[config.mk]
export PLATFORM = sky130hd
export DESIGN_NAME = mem_arbiter
export DESIGN_NICKNAME = d
export VERILOG_FILES = /design/src/rtl/mem_arbiter_pkg.sv /design/src/rtl/mem_arbiter_pick.sv /design/src/rtl/mem_arbiter.sv
export SDC_FILE = /design/constraint.sdc
export NUM_CORES = 1
export LEC_CHECK = 0
export CORE_MARGIN = 8
export CORE_UTILIZATION = 33
export DETAILED_ROUTE_END_ITERATION = 6
export HOLD_SLACK_MARGIN = 0.02
export PLACE_DENSITY = 0.81
export SLEW_MARGIN = 20
export SYNTH_ARGS = -nofsm -noshare
export SYNTH_HDL_FRONTEND = slang
export SYNTH_SLANG_ARGS = --single-unit
[constraint.sdc]
create_clock -name clk -period 2.3 [get_ports clk]
set_clock_uncertainty 0.2 [all_clocks]
set_input_delay 0.46 -clock clk [delete_from_list [all_inputs] [get_ports clk]]
set_output_delay 0.46 -clock clk [all_outputs]
set_load 0.02 [all_outputs]
[src/rtl/mem_arbiter_pkg.sv]
// Shared encodings for the memory-port arbiter: FSM states and owner ids.
package mem_arbiter_pkg;

    typedef enum logic [1:0] {
        ARB_IDLE = 2'd0,
        ARB_REQ  = 2'd1,
        ARB_RSP  = 2'd2
    } arb_state_t;

    typedef enum logic {
        OWN_IFU = 1'b0,
        OWN_LSU = 1'b1
    } owner_t;

endpackage

[src/rtl/mem_arbiter_pick.sv]
// Combinational winner select between the IFU and LSU requesters.
// Macro ARB_ROUND_ROBIN_EN: when defined, a tie goes to the requester that
// did not win last time; otherwise the LSU always wins a tie.
module arb_pick
    import mem_arbiter_pkg::*;
(
    input  logic   ifu_valid,
    input  logic   lsu_valid,
`ifdef ARB_ROUND_ROBIN_EN
    input  owner_t last_owner,
`endif
    output logic   grant,
    output owner_t winner
);

    assign grant = ifu_valid | lsu_valid;

    // Winner is only meaningful when grant is set; a lone requester always wins.
    always_comb begin
        winner = OWN_LSU;
`ifdef ARB_ROUND_ROBIN_EN
        if (ifu_valid && lsu_valid)
            winner = (last_owner == OWN_LSU) ? OWN_IFU : OWN_LSU;
        else if (ifu_valid)
            winner = OWN_IFU;
`else
        if (ifu_valid && !lsu_valid)
            winner = OWN_IFU;
`endif
    end

endmodule

[src/rtl/mem_arbiter.sv]
// Single-outstanding arbiter sharing one memory port between IFU and LSU.
// The granted request is buffered, issued on mem_req_*, and its response is
// forwarded combinationally to the owner.
// Macro ARB_ROUND_ROBIN_EN: enables alternating tie-break via last_owner.
module mem_arbiter
    import mem_arbiter_pkg::*;
#(
    parameter int ADDR_W = 32,
    parameter int DATA_W = 32,
    parameter int MASK_W = 8
) (
    input  logic              clk,
    input  logic              rst,
    input  logic              ifu_req_valid,
    output logic              ifu_req_ready,
    input  logic [ADDR_W-1:0] ifu_addr,
    output logic              ifu_rsp_valid,
    input  logic              ifu_rsp_ready,
    output logic [DATA_W-1:0] ifu_rdata,
    input  logic              lsu_req_valid,
    output logic              lsu_req_ready,
    input  logic [ADDR_W-1:0] lsu_addr,
    input  logic              lsu_wen,
    input  logic [DATA_W-1:0] lsu_wdata,
    input  logic [MASK_W-1:0] lsu_wmask,
    output logic              lsu_rsp_valid,
    input  logic              lsu_rsp_ready,
    output logic [DATA_W-1:0] lsu_rdata,
    output logic              mem_req_valid,
    input  logic              mem_req_ready,
    output logic [ADDR_W-1:0] mem_addr,
    output logic              mem_wen,
    output logic [DATA_W-1:0] mem_wdata,
    output logic [MASK_W-1:0] mem_wmask,
    input  logic              mem_rsp_valid,
    output logic              mem_rsp_ready,
    input  logic [DATA_W-1:0] mem_rdata
);

    arb_state_t        state_q;
    owner_t            owner_q;
    owner_t            winner;
    logic [ADDR_W-1:0] addr_q;
    logic              wen_q;
    logic [DATA_W-1:0] wdata_q;
    logic [MASK_W-1:0] wmask_q;
    logic              grant;
    logic              in_idle;
    logic              in_req;
    logic              in_rsp;
    logic              accept;
`ifdef ARB_ROUND_ROBIN_EN
    owner_t            last_owner;
`endif

    arb_pick u_pick (
        .ifu_valid  (ifu_req_valid),
        .lsu_valid  (lsu_req_valid),
`ifdef ARB_ROUND_ROBIN_EN
        .last_owner (last_owner),
`endif
        .grant      (grant),
        .winner     (winner)
    );

    // Gating state decodes with rst keeps every handshake output low during reset.
    assign in_idle = !rst && (state_q == ARB_IDLE);
    assign in_req  = !rst && (state_q == ARB_REQ);
    assign in_rsp  = !rst && (state_q == ARB_RSP);
    assign accept  = in_idle && grant;

    assign ifu_req_ready = accept && (winner == OWN_IFU);
    assign lsu_req_ready = accept && (winner == OWN_LSU);

    assign mem_req_valid = in_req;
    assign mem_addr      = addr_q;
    assign mem_wen       = wen_q;
    assign mem_wdata     = wdata_q;
    assign mem_wmask     = wmask_q;

    assign mem_rsp_ready = in_rsp && ((owner_q == OWN_LSU) ? lsu_rsp_ready : ifu_rsp_ready);
    assign ifu_rsp_valid = in_rsp && (owner_q == OWN_IFU) && mem_rsp_valid;
    assign lsu_rsp_valid = in_rsp && (owner_q == OWN_LSU) && mem_rsp_valid;
    assign ifu_rdata     = (in_rsp && (owner_q == OWN_IFU)) ? mem_rdata : '0;
    assign lsu_rdata     = (in_rsp && (owner_q == OWN_LSU)) ? mem_rdata : '0;

    // Transaction FSM: buffer the winner at accept, hold until request and response handshakes.
    always_ff @(posedge clk) begin
        if (rst) begin
            state_q <= ARB_IDLE;
            owner_q <= OWN_IFU;
            addr_q  <= '0;
            wen_q   <= 1'b0;
            wdata_q <= '0;
            wmask_q <= '0;
        end else begin
            case (state_q)
                ARB_IDLE: begin
                    if (grant) begin
                        state_q <= ARB_REQ;
                        owner_q <= winner;
                        if (winner == OWN_LSU) begin
                            addr_q  <= lsu_addr;
                            wen_q   <= lsu_wen;
                            wdata_q <= lsu_wdata;
                            wmask_q <= lsu_wmask;
                        end else begin
                            addr_q  <= ifu_addr;
                            wen_q   <= 1'b0;
                            wdata_q <= '0;
                            wmask_q <= '0;
                        end
                    end
                end
                ARB_REQ: begin
                    if (mem_req_ready)
                        state_q <= ARB_RSP;
                end
                ARB_RSP: begin
                    if (mem_rsp_valid && mem_rsp_ready)
                        state_q <= ARB_IDLE;
                end
                default: state_q <= ARB_IDLE;
            endcase
        end
    end

`ifdef ARB_ROUND_ROBIN_EN
    // Remember who was granted last so the next tie goes the other way.
    always_ff @(posedge clk) begin
        if (rst)
            last_owner <= OWN_IFU;
        else if (accept)
            last_owner <= winner;
    end
`endif

endmodule
==> results.txt, run 1 <==
For the count of routing violations after the opening detailed-route iteration, the log shows 205. The die covers 14,300 sq um. Setup repair after global routing could not meet its margin everywhere.

The tools report the net count after synthesis as 515. The total power divided by cell area came out at 554 nW/um^2. TritonCTS built the clock tree. Relative to the synthesized area, the layout overhead comes to 102%.

288 I/O pins were placed. The run gives 24.0 mm as the global-route wire length before repair. Global routing finished with a remaining overflow of 0. The slew of the pin with the lowest slew margin is 0.592 ns, and the number of levels in the clock H-tree is 3. The final layout contains 807 nets.

For this run, design rule violations remaining after detail routing come to 0. The synthesized area divided by synthesized cell count works out to 9.53 sq um. Fill cells in the final layout number 775.

The worst pin sits at a relative slew slack of 60.5%. For the initial cell density of the core, the log shows 34.0%. The final reports fail on setup timing.

The buffer levels on the longest clock path was 2; the final cell count without fillers was 803. Global routing used 21.3% of the available tracks across all layers. The die is 119 um tall. The number of buffers inserted by port buffering came out at 287. The largest total area in the synthesized netlist belongs to dfxtp_1. Synthesis produced 370 cells. For the number of global-route vias before repair, the log shows 4,292.

Mux cell area share after synthesis: 0.284%. The number of setup violations in the final report came out at 62. The weighted congestion at the end of routability-driven global placement came out at 0.863.

Standard cell core area: 10,400 sq um. The reported max-cap violation count was 0. The data arrival time of the critical path was 1.81 ns; the largest fanout on the critical path was 6. For the required time of the critical path, the log shows 1.64 ns.

Dividing the detail-routed wire length by the instance count gives 20.2 um. Counting the buffers created by CTS gives 9. The quantity of hold-fixing buffers added after cts is 0, and the cell row count is 37. The die span in x is 119 um. After synthesis, the largest family of logic cells by area is compound AO/OA/AOI/OAI gates. Summing the areas of all fa, ha and maj instances in the mapped netlist gives 0% of the synthesized area. The synthesized netlist devotes 0% of its cell area to XOR and XNOR gates. The pin count of the biggest net entering global routing is 43, and the final hold violation count is 0.

The critical path class is reg -> out. After synthesis the netlist holds a flip-flop and latch count of 76. The run gives -0.170 ns as the least setup slack across all paths after layout. After detailed placement, the design holds a cell count of 781. The logs give 12.5 mm for the post-DP HPWL and 0 for the count of warnings emitted by yosys. The tree built by TritonCTS fans out to 76 sinks. Based on the critical path, the design can be clocked at up to 405 MHz. The routed via count divided by cell count is 4.97, and the complex-gate fraction of the synthesized area is 28.9%. The count of nets left with antenna violations once routing finished came out at 0.

STA classifies the critical path startpoint as a flop. The kind of end point of the critical path is an output port. Across all hold checks on the routed design, the worst slack comes to 0.277 ns. The minimum period implied by the final worst setup slack is 2.47 ns. Share of the clock period used by the worst path after layout: 107%. The cell sitting at the root of the clock tree is a clkbuf_8. Summed over all layers, the routed wires come to 16.2 mm.

Most common cell after layout, fill and taps aside: clkdlybuf4s50_1. Yosys mapped the design onto 28 distinct sky130hd cell types. In the final layout, the share of cells above drive strength 1 is 28.6%. The initial antenna violation count came out at 0. Clock-pin slew was measured on the worst setup and hold paths at 0.07 ns. By area the synthesized netlist is led by dfxtp_1, a311oi_2, and2_1, a22o_1, nand2_1. The run finished, with violations left. Share of the synthesized area in the top cell type: 43.1%.

The clock reaches the later pin of the worst-skew pair after 0.34 ns. The repair_antennas step left the layout with diodes totalling 0. The simple-gate share of the synthesized area came out at 21.9%. The run gives 43.1% as the post-synthesis sequential area ratio.

The tools report the cell area after synthesis as 3530 sq um. The type of the tightest min-delay check was reg -> reg. In the layout the commonest cells are clkdlybuf4s50_1, dfxtp_1, nand2_1, buf_6, a22o_1.

The total number of vias is 3,992. Across the VDD grid, the largest voltage drop is 0.000354 V. For the count of final max-slew check failures, the log shows 0. The pre-antenna-repair detailed-routing pass consisted of 4 iterations. The leakage power figure is 2.89 nW, and the utilization after layout is 68.6%.
-- final cells by class --
class,count,area [sq um],area share (%)
repair buffers,318,3300,46.4
clock buffers,12,155,2.18
clock inverters,4,47.5,0.668
multi-input cells,255,1910,26.8
well taps,136,170,2.39
flip-flops and latches,76,1520,21.4
inverters,2,7.51,0.106
-- critical path, cell delays in order, from the launching register on --
cell and delay (ns):
dfxtp_2 0.32, or3b_4 0.41, nor2_4 0.22, buf_12 0.15, buf_4 0.11, and2_4 0.14
buf_6 0.11
-- synth_stat cells --
cell type,count
a21o_1,1
a21oi_1,32
a21oi_2,1
a22o_1,41
a311oi_1,2
a311oi_2,30
and2_1,66
and2_4,1
buf_1,2
buf_2,8
buf_6,5
clkbuf_1,16
clkbuf_2,6
dfxtp_1,76
inv_1,2
mux2i_1,1
nand2_1,65
nand2b_1,2
nor2_1,2
nor2_2,1
nor2_4,2
nor2b_1,2
nor3_1,1
nor4b_4,1
o2bb2ai_1,1
o32ai_1,1
or2_0,1
or3b_4,1
-- power by group --
| group | internal (mW) | leakage, nW | switching [mW] |
|---|---|---|---|
| Combinational | 0.735 | 2.16 | 0.632 |
| Sequential | 1.46 | 0.627 | 0.0794 |
| Clock | 0.558 | 0.102 | 0.482 |
| Total | 2.75 | 2.89 | 1.19 |
-- cells by family after synthesis --
kind of cell | Yosys count
buffers and inverters | 39
muxes | 1
AOI/OAI and AO/OA | 109
DFF | 76
and+or+nand+nor | 145
-- metal layers --
layer	vias to the layer above	GRT usage (%)	share of wire, %	wire length (um)
li1	1895	-	-	-
met1	1902	22.2	37	6050
met2	167	38.7	52	8470
met3	28	7.98	8.0	1290
met4	0	7.03	2.4	393
met5	-	0	0	0
-- final timing paths --
path	start	to	slack, ns	depth (start not counted)
max reg2reg	state_q[1]	mem_addr[0]	0.54	6
max	state_q[1]	ifu_rdata[19]	-0.17	6
min reg2reg	mem_wmask[5]	mem_wmask[5]	0.28	1
min	mem_wmask[5]	mem_wmask[5]	0.28	1
-- metrics by stage --
stage,power (mW),cell area [sq um],setup WS (ns),setup TNS (ns)
after floorplan,2.19,3530,0.112,0
after global placement,2.88,6660,-0.415,-24.40
after detailed placement,2.91,6660,-0.450,-26.69
after CTS,3.97,6950,-0.165,-5.06
after global routing,4.13,7110,-0.225,-9.67
final,3.94,7110,-0.170,-5.22
-- registers in the layout (all words and copies together), names as in the netlist --
signal     cells
mem_addr      32
owner_q        1
mem_wmask      8
state_q        2
mem_wen        1
mem_wdata     32
-- timing repair --
action                     CTS  global route
gates resized for setup    389            57
setup buffers                5             0
setup endpoints to repair   70            67
gates cloned                 1             1
pin swaps                    0            15
Power figures use the tool's default switching activity.
==> inputs of run 2 (changes only) <==
Settings changed: CORE_ASPECT_RATIO set to 1.75.
==> run 2 against run 1 <==
  * Final cell count fell by 1.2%
  * Non-clock buffer count fell by 4
  * Maximum frequency rose by 1.5%
  * The run still ends with setup timing left
  * Sequential power barely moved
  * Largest power group is now the clock network
  * Critical endpoint is now ifu_rdata[11]
  * Largest cell class unchanged
  * First-iteration DRC count fell by 21%
==> results.txt, run 2 (synthesis results as in run 1) <==
The tightest min-delay check is of the reg -> reg type. The setup path with the least slack is of type reg -> out. The tree is rooted in a clkbuf_16. The DRC violation count after routing was 0; the pin count of the biggest net entering global routing was 42.

The floorplan step defined a core boundary enclosing 10,600 sq um. Clock-pin slew was measured on the worst setup and hold paths at 0.06 ns. For the post-DP HPWL, the log shows 12.6 mm. The library cells used most frequently in the layout, excluding fill and tap cells, are clkdlybuf4s50_1, dfxtp_1, buf_6. The first global-routing pass estimated 24.5 mm of wire. Of all nets on the critical path, the largest fanout is 10. The clock passes through at most 2 buffers. The final reports fail on setup timing. The ratio of cells with drive above 1 in the final layout came out at 30.0%. For the finished layout, the period the worst path requires is 2.43 ns. The quantity of hold-fixing buffers added after cts came out at 0. In this run the remaining antenna-violating nets after routing total 0. The flow ran to the end, but the final reports show violations. For the worst flop-to-flop path, the logic depth is 6. The final wirelength is 16.9 mm, and the final antenna diode count is 0.

288 I/O pins were placed. The count of nets after finishing was 803; the data arrival time of the critical path was 1.77 ns. CTS built an H-tree with a depth of 3. STA classifies the critical path startpoint as a flop. The signal on the critical path passes through or3b_4 -> nor2_4 -> buf_12 -> buf_8 -> and2_1 -> buf_6.

Compared with the post-synthesis result, the final layout area differs by 105%. In this run the power density over the cells is 628 nW/um^2. The average wire per cell in the routed design came out at 21.3 um. TritonCTS built the clock tree. Routability-driven placement finished with a final weighted congestion of 0.891.

Clock tree synthesis inserted a total of 9 buffers. The summed negative setup slack over all endpoints came out at -4.98 ns. In this run the critical register-to-register path is launched from state_q[1].

The first routing iteration left 161 violations. The tools report the number of global-route vias before repair as 4,446. Of the total power, the share spent switching nets is 28.4%.

Leaving out fill and tap cells, the most frequent cell in the layout is clkdlybuf4s50_1. The startpoint identified for the worst hold timing path is mem_wmask[2]. Of the available clock period, the critical path in the final layout requires 106%.

Setup violations remaining at the end of the flow were counted as 66. The run gives -0.134 ns as the least setup slack across all paths after layout. The routed via count divided by cell count was 5.16. The endpoint of the worst register-to-register path is mem_addr[6]. The final hold violation count came out at 0. For flop-to-flop paths, the worst setup slack is 0.42 ns.

The maximum frequency from static timing analysis was 411 MHz. The number of buffers inserted by port buffering was 287. The total overflow left after global routing is 0.

The count of final max-slew check failures is 0, and the slew of the pin with the lowest slew margin is 0.462 ns. For the worst-skew pair, the clock arrives at the later sink with an insertion delay of 0.32 ns. The logs give 35.9% for the part of the total power dissipated in the clock network and 21.8% for the global-route usage over all layers. Measured along the x axis, the die boundary spans 94.2 um. The worst hold path stage count is 1, and the clock net sink count is 76.

The reported max-cap violation count is 0. For this configuration, the core starts out at a cell density of 33.4%. The run gives 14,400 sq um as the area enclosed by the die boundary. For the worst setup path, the data required time is 1.64 ns. The pre-CTS worst setup slack is -0.474 ns.

The worst pin sits at a relative slew slack of 69.2%. The leakage power figure was 2.93 nW. STA classifies the critical path endpoint as an output port. The floorplan has 50 rows. The largest incremental delay on the critical path was 0.44 ns; the switching power of the nets was 1.29 mW. Measured along the y axis, the die boundary spans 153 um. The internal portion of the total power is 3.25 mW. The path with the worst hold slack has its endpoint at mem_wmask[2]. Setup repair after global routing could not meet its margin everywhere. The total number of vias came out at 4,094. The first TritonRoute pass finished after 4 iterations. Across the VDD grid, the largest voltage drop is 0.000489 V. The slowest stage of the critical path is the or3b_4 cell.

The run gives 0 as the initial antenna violation count. The share of total power dissipated in combinational logic is 30.3%. The run gives 33.8% as the register share of total power.
==> run 2: changes by cell type in the layout (fill, tap and decap cells not counted), moves of 4 or more <==
cell,delta
and2_4,+13
buf_4,-7
buf_6,+4
clkbuf_16,+9
and2_1,-13
clkbuf_8,-11
==> run 2: power by group through the flow <==
stage	combinational [mW]	sequential, mW	clock [mW]
6_report	1.38	1.54	1.63
3_5_place_dp	1.35	1.56	0
3_3_place_gp	1.32	1.55	0
2_1_floorplan	0.462	1.73	0
5_1_grt	1.45	1.55	1.72
4_1_cts	1.37	1.54	1.67
==> run 2: layout make-up <==
type	count	area [sq um]
fill	817	3340
timing repair buffer	314	3260
multi-input combinational	255	1930
sequential	76	1520
clock buffer	9	225
tap	130	163
clock inverter	7	124
inverter	2	7.51
==> run 2: timing repair <==
action | CTS | global route
buffers inserted | 5 | 0
endpoints found under the hold margin | 0 | 0
gates cloned | 1 | 2
gates resized for setup | 402 | 59
pin swaps | 0 | 16
setup endpoints to repair | 69 | 66
==> run 2: worst max-delay path: cells and delay by family, from the launching register on <==
family / cells / cell delay, ns
buffers and inverters: 3 / 0.38
flip-flops: 1 / 0.31
AND/OR/NAND/NOR: 3 / 0.75
==> run 2: worst max-delay path by stage <==
stage / start / slack, ns / depth (start not counted) / to
floorplan: lsu_req_valid / 0.11 / 5 / ifu_req_ready
global placement: rst / -0.43 / 6 / ifu_rsp_valid
finish: state_q[0] / -0.13 / 6 / ifu_rdata[11]
global route: state_q[1] / -0.18 / 6 / ifu_rdata[11]
CTS: state_q[0] / -0.15 / 6 / ifu_rdata[22]
detailed placement: rst / -0.47 / 6 / ifu_rdata[23]
==> run 2: metrics by stage <==
stage	instances	total power [mW]	util (%)	hold WS, ns	instance area, sq um
floorplan	370	2.19	-	0.346	3530
global placement	770	2.88	62.5	0.256	6610
detailed placement	770	2.91	62.5	0.257	6610
CTS	792	4.58	66.8	0.275	7070
global route	793	4.72	68.4	0.283	7230
finish	793	4.54	68.4	0.274	7230
==> run 2: layer usage <==
layer	track usage [%]	wire [um]
met1	19.3	5330
met2	39.2	8990
met3	8.98	1660
met4	13.0	899
met5	0	0
==> inputs of run 3 (changes only) <==
Settings changed: CORE_UTILIZATION 33 to 35, PLACE_DENSITY 0.81 to 0.86, SKIP_LAST_GASP set to 1.
Clock period 2.3 ns to 3 ns, I/O delays scaled along.
==> run 3 against run 2 <==
  * The run now ends clean
  * Critical path depth down 3
  * Sequential power down 23%
  * Non-clock buffer count down 15
  * Highest routed layer unchanged
  * Sequential share of layout area up 1.5 points
  * First-iteration DRC count up 14%
  * Final area down 6.8%
  * Largest cell class unchanged
  * Die area down 4.9%
  * Register-to-register slack better by 0.58 ns
  * Core utilization about the same
  * Wire length down 2.7%
==> results.txt, run 3 (synthesis results as in run 1) <==
The critical path class is in -> out. The number of clock buffers added by TritonCTS is 9. The most used cell along the critical path was clkdlybuf4s50_1. The count of nets after finishing was 788.

The largest incremental delay on the critical path is 0.73 ns. Leaving out fill and tap cells, the most frequent cells in the layout are clkdlybuf4s50_1, dfxtp_1, and2_1. The number of buffers inserted by port buffering was 287.

Detailed routing placed a total of 1.35 mm of wire on met3. The cell row count came out at 48. Registers take 1520 sq um. The smallest clock period supported by the final layout is computed as 2.87 ns.

Clock latency on the worst-skew pair, taken at its later pin, is 0.32 ns. The finished cells cover 6740 sq um. The congestion estimate from routability-driven global placement came to 0.879. The startpoint class of the critical path was an input pin. The count of final max-slew check failures came out at 0. For the standard cell core area, the log shows 9850 sq um. The routed layout has 3,967 vias. The run gives 1810 sq um as the total area of multi-input combinational cells. Number of setup violations in the final report: 0. In this run the worst path has a maximum fanout of 4.

Global-route wire length before repair: 24.6 mm. After detailed routing, the met2 layer carries 8.40 mm of wire. Routed signal wires occupy layers up through met4. The worst slew margin relative to its limit is 61.9%, and the initial antenna violation count is 0. Counting every sink on the clock net gives 76.

The clock tree root buffer cell is clkbuf_16. The leakage power figure came out at 2.90 nW. The global-route usage over all layers is 23.1%, and the number of detailed-routing iterations run before antenna repair is 4.

The slew of the pin with the lowest slew margin is 0.571 ns. Final antenna diode count: 0. The floorplan step set the die height to 149 um. The critical path goes through clkdlybuf4s50_1 -> nor4b_4 -> clkdlybuf4s50_1. Of the cells placed in the final design, the portion with a size suffix greater than 1 is 10.4%. After the first detailed-routing iteration, the DRC count stood at 184. The count of placed standard cells including taps is 757, and the number of buffer and inverter instances along the worst setup path is 2. For the number of antenna-violating nets in the routed design, the log shows 0. At the placement stage, the worst setup path has a slack of -0.00339 ns. The least setup slack across all paths after layout is 0.127 ns, and the die span in x is 91.9 um. The logs give 0.000350 V for the worst ir drop on vdd and 3 for the number of levels in the clock H-tree. The clock-pin transition on the worst setup and hold timing paths was 0.05 ns. At the worst endpoint, the required time is 2.20 ns. The finished layout holds 772 standard cells, fillers aside. The initial utilization of the core area, before any placement, comes to 35.8%. The slowest stage of the critical path is the clkdlybuf4s50_1 cell. The die covers 13,700 sq um. For the number of global-route vias before repair, the log shows 4,238. From synthesis to final layout, the design area changed by 91.1%. Of the available clock period, the critical path in the final layout requires 95.8%. Most common cell after layout, fill and taps aside: clkdlybuf4s50_1. The flow ran to the end, and the final reports show no timing, DRC or antenna violations.

In the final routed layout, each cell accounts on average for 21.3 um. For the pin count of the biggest net entering global routing, the log shows 43. Final wirelength: 16.4 mm.

For the post-placement cell area, the log shows 6490 sq um. The post-DP HPWL is 12.9 mm, and the final hold violation count is 0. The reported max-cap violation count came out at 0. The worst hold path belongs to the class reg -> reg.

In this run the power density over the cells is 493 nW/um^2. At the worst endpoint, the arrival time is 2.07 ns. TritonCTS built the clock tree.

The total overflow reported by the global router came out at 0. In the routed design, unresolved DRC markers number 0. The detailed router put a total of 5.69 mm of wire on met1. The post-CTS setup buffer count was 0; the routed via count divided by cell count was 5.14. Setup repair after global routing left no endpoint under its margin. In this run the deepest clock path goes through 2 buffers.

The logs give 348 MHz for the maximum frequency from static timing analysis and 818 for the count of filler cells inserted in the layout. Measured on the finished design, the core utilization comes to 68.4%. 288 I/O pins were placed. STA classifies the critical path endpoint as an output port. Family with the most delay on the worst path: buffers and inverters.
[run 3: per-layer routing]
layer  GRT usage (%)  up-vias
li1                -     1854
met1            22.2     1843
met2            40.3      214
met3            8.87       56
met4            14.9        0
met5               0        -
[run 3: where the power goes]
part | switching, mW | leakage (nW) | internal (mW) | total, mW
clock | 0.400 | 0.158 | 0.767 | 1.17
combinational | 0.472 | 2.12 | 0.499 | 0.971
sequential | 0.0642 | 0.627 | 1.12 | 1.18
total | 0.936 | 2.90 | 2.39 | 3.32
[run 3: worst paths after layout]
| path | startpoint | end | slack (ns) | cells after the start |
|---|---|---|---|---|
| worst max-delay path | lsu_req_valid | lsu_req_ready | 0.13 | 3 |
| worst max register to register | state_q[1] | mem_addr[15] | 1.00 | 4 |
| worst min-delay path | mem_wdata[24] | mem_wdata[24] | 0.27 | 1 |
| worst min register to register | mem_wdata[24] | mem_wdata[24] | 0.27 | 1 |
[run 3: repair_timing]
action | in CTS | in global routing
cloned | 0 | 0
setup endpoints to repair | 65 | 1
resized for setup | 65 | 1
hold buffers | 0 | 0
[run 3: layout make-up]
type | count | share of cell area [%]
clock buffer | 11 | 3.75
clock inverter | 4 | 1.08
inverter | 2 | 0.111
multi-input combinational | 255 | 26.9
sequential | 76 | 22.6
tap | 125 | 2.32
timing repair buffer | 299 | 43.2
[run 3: per-stage QoR]
step	power [mW]	hold WS (ns)	setup TNS [ns]
after global routing	3.46	0.284	0
after global placement	2.16	0.258	0
after floorplan	1.68	0.346	0
final	3.32	0.273	0
after CTS	3.35	0.277	0
after detailed placement	2.18	0.253	-0.00339
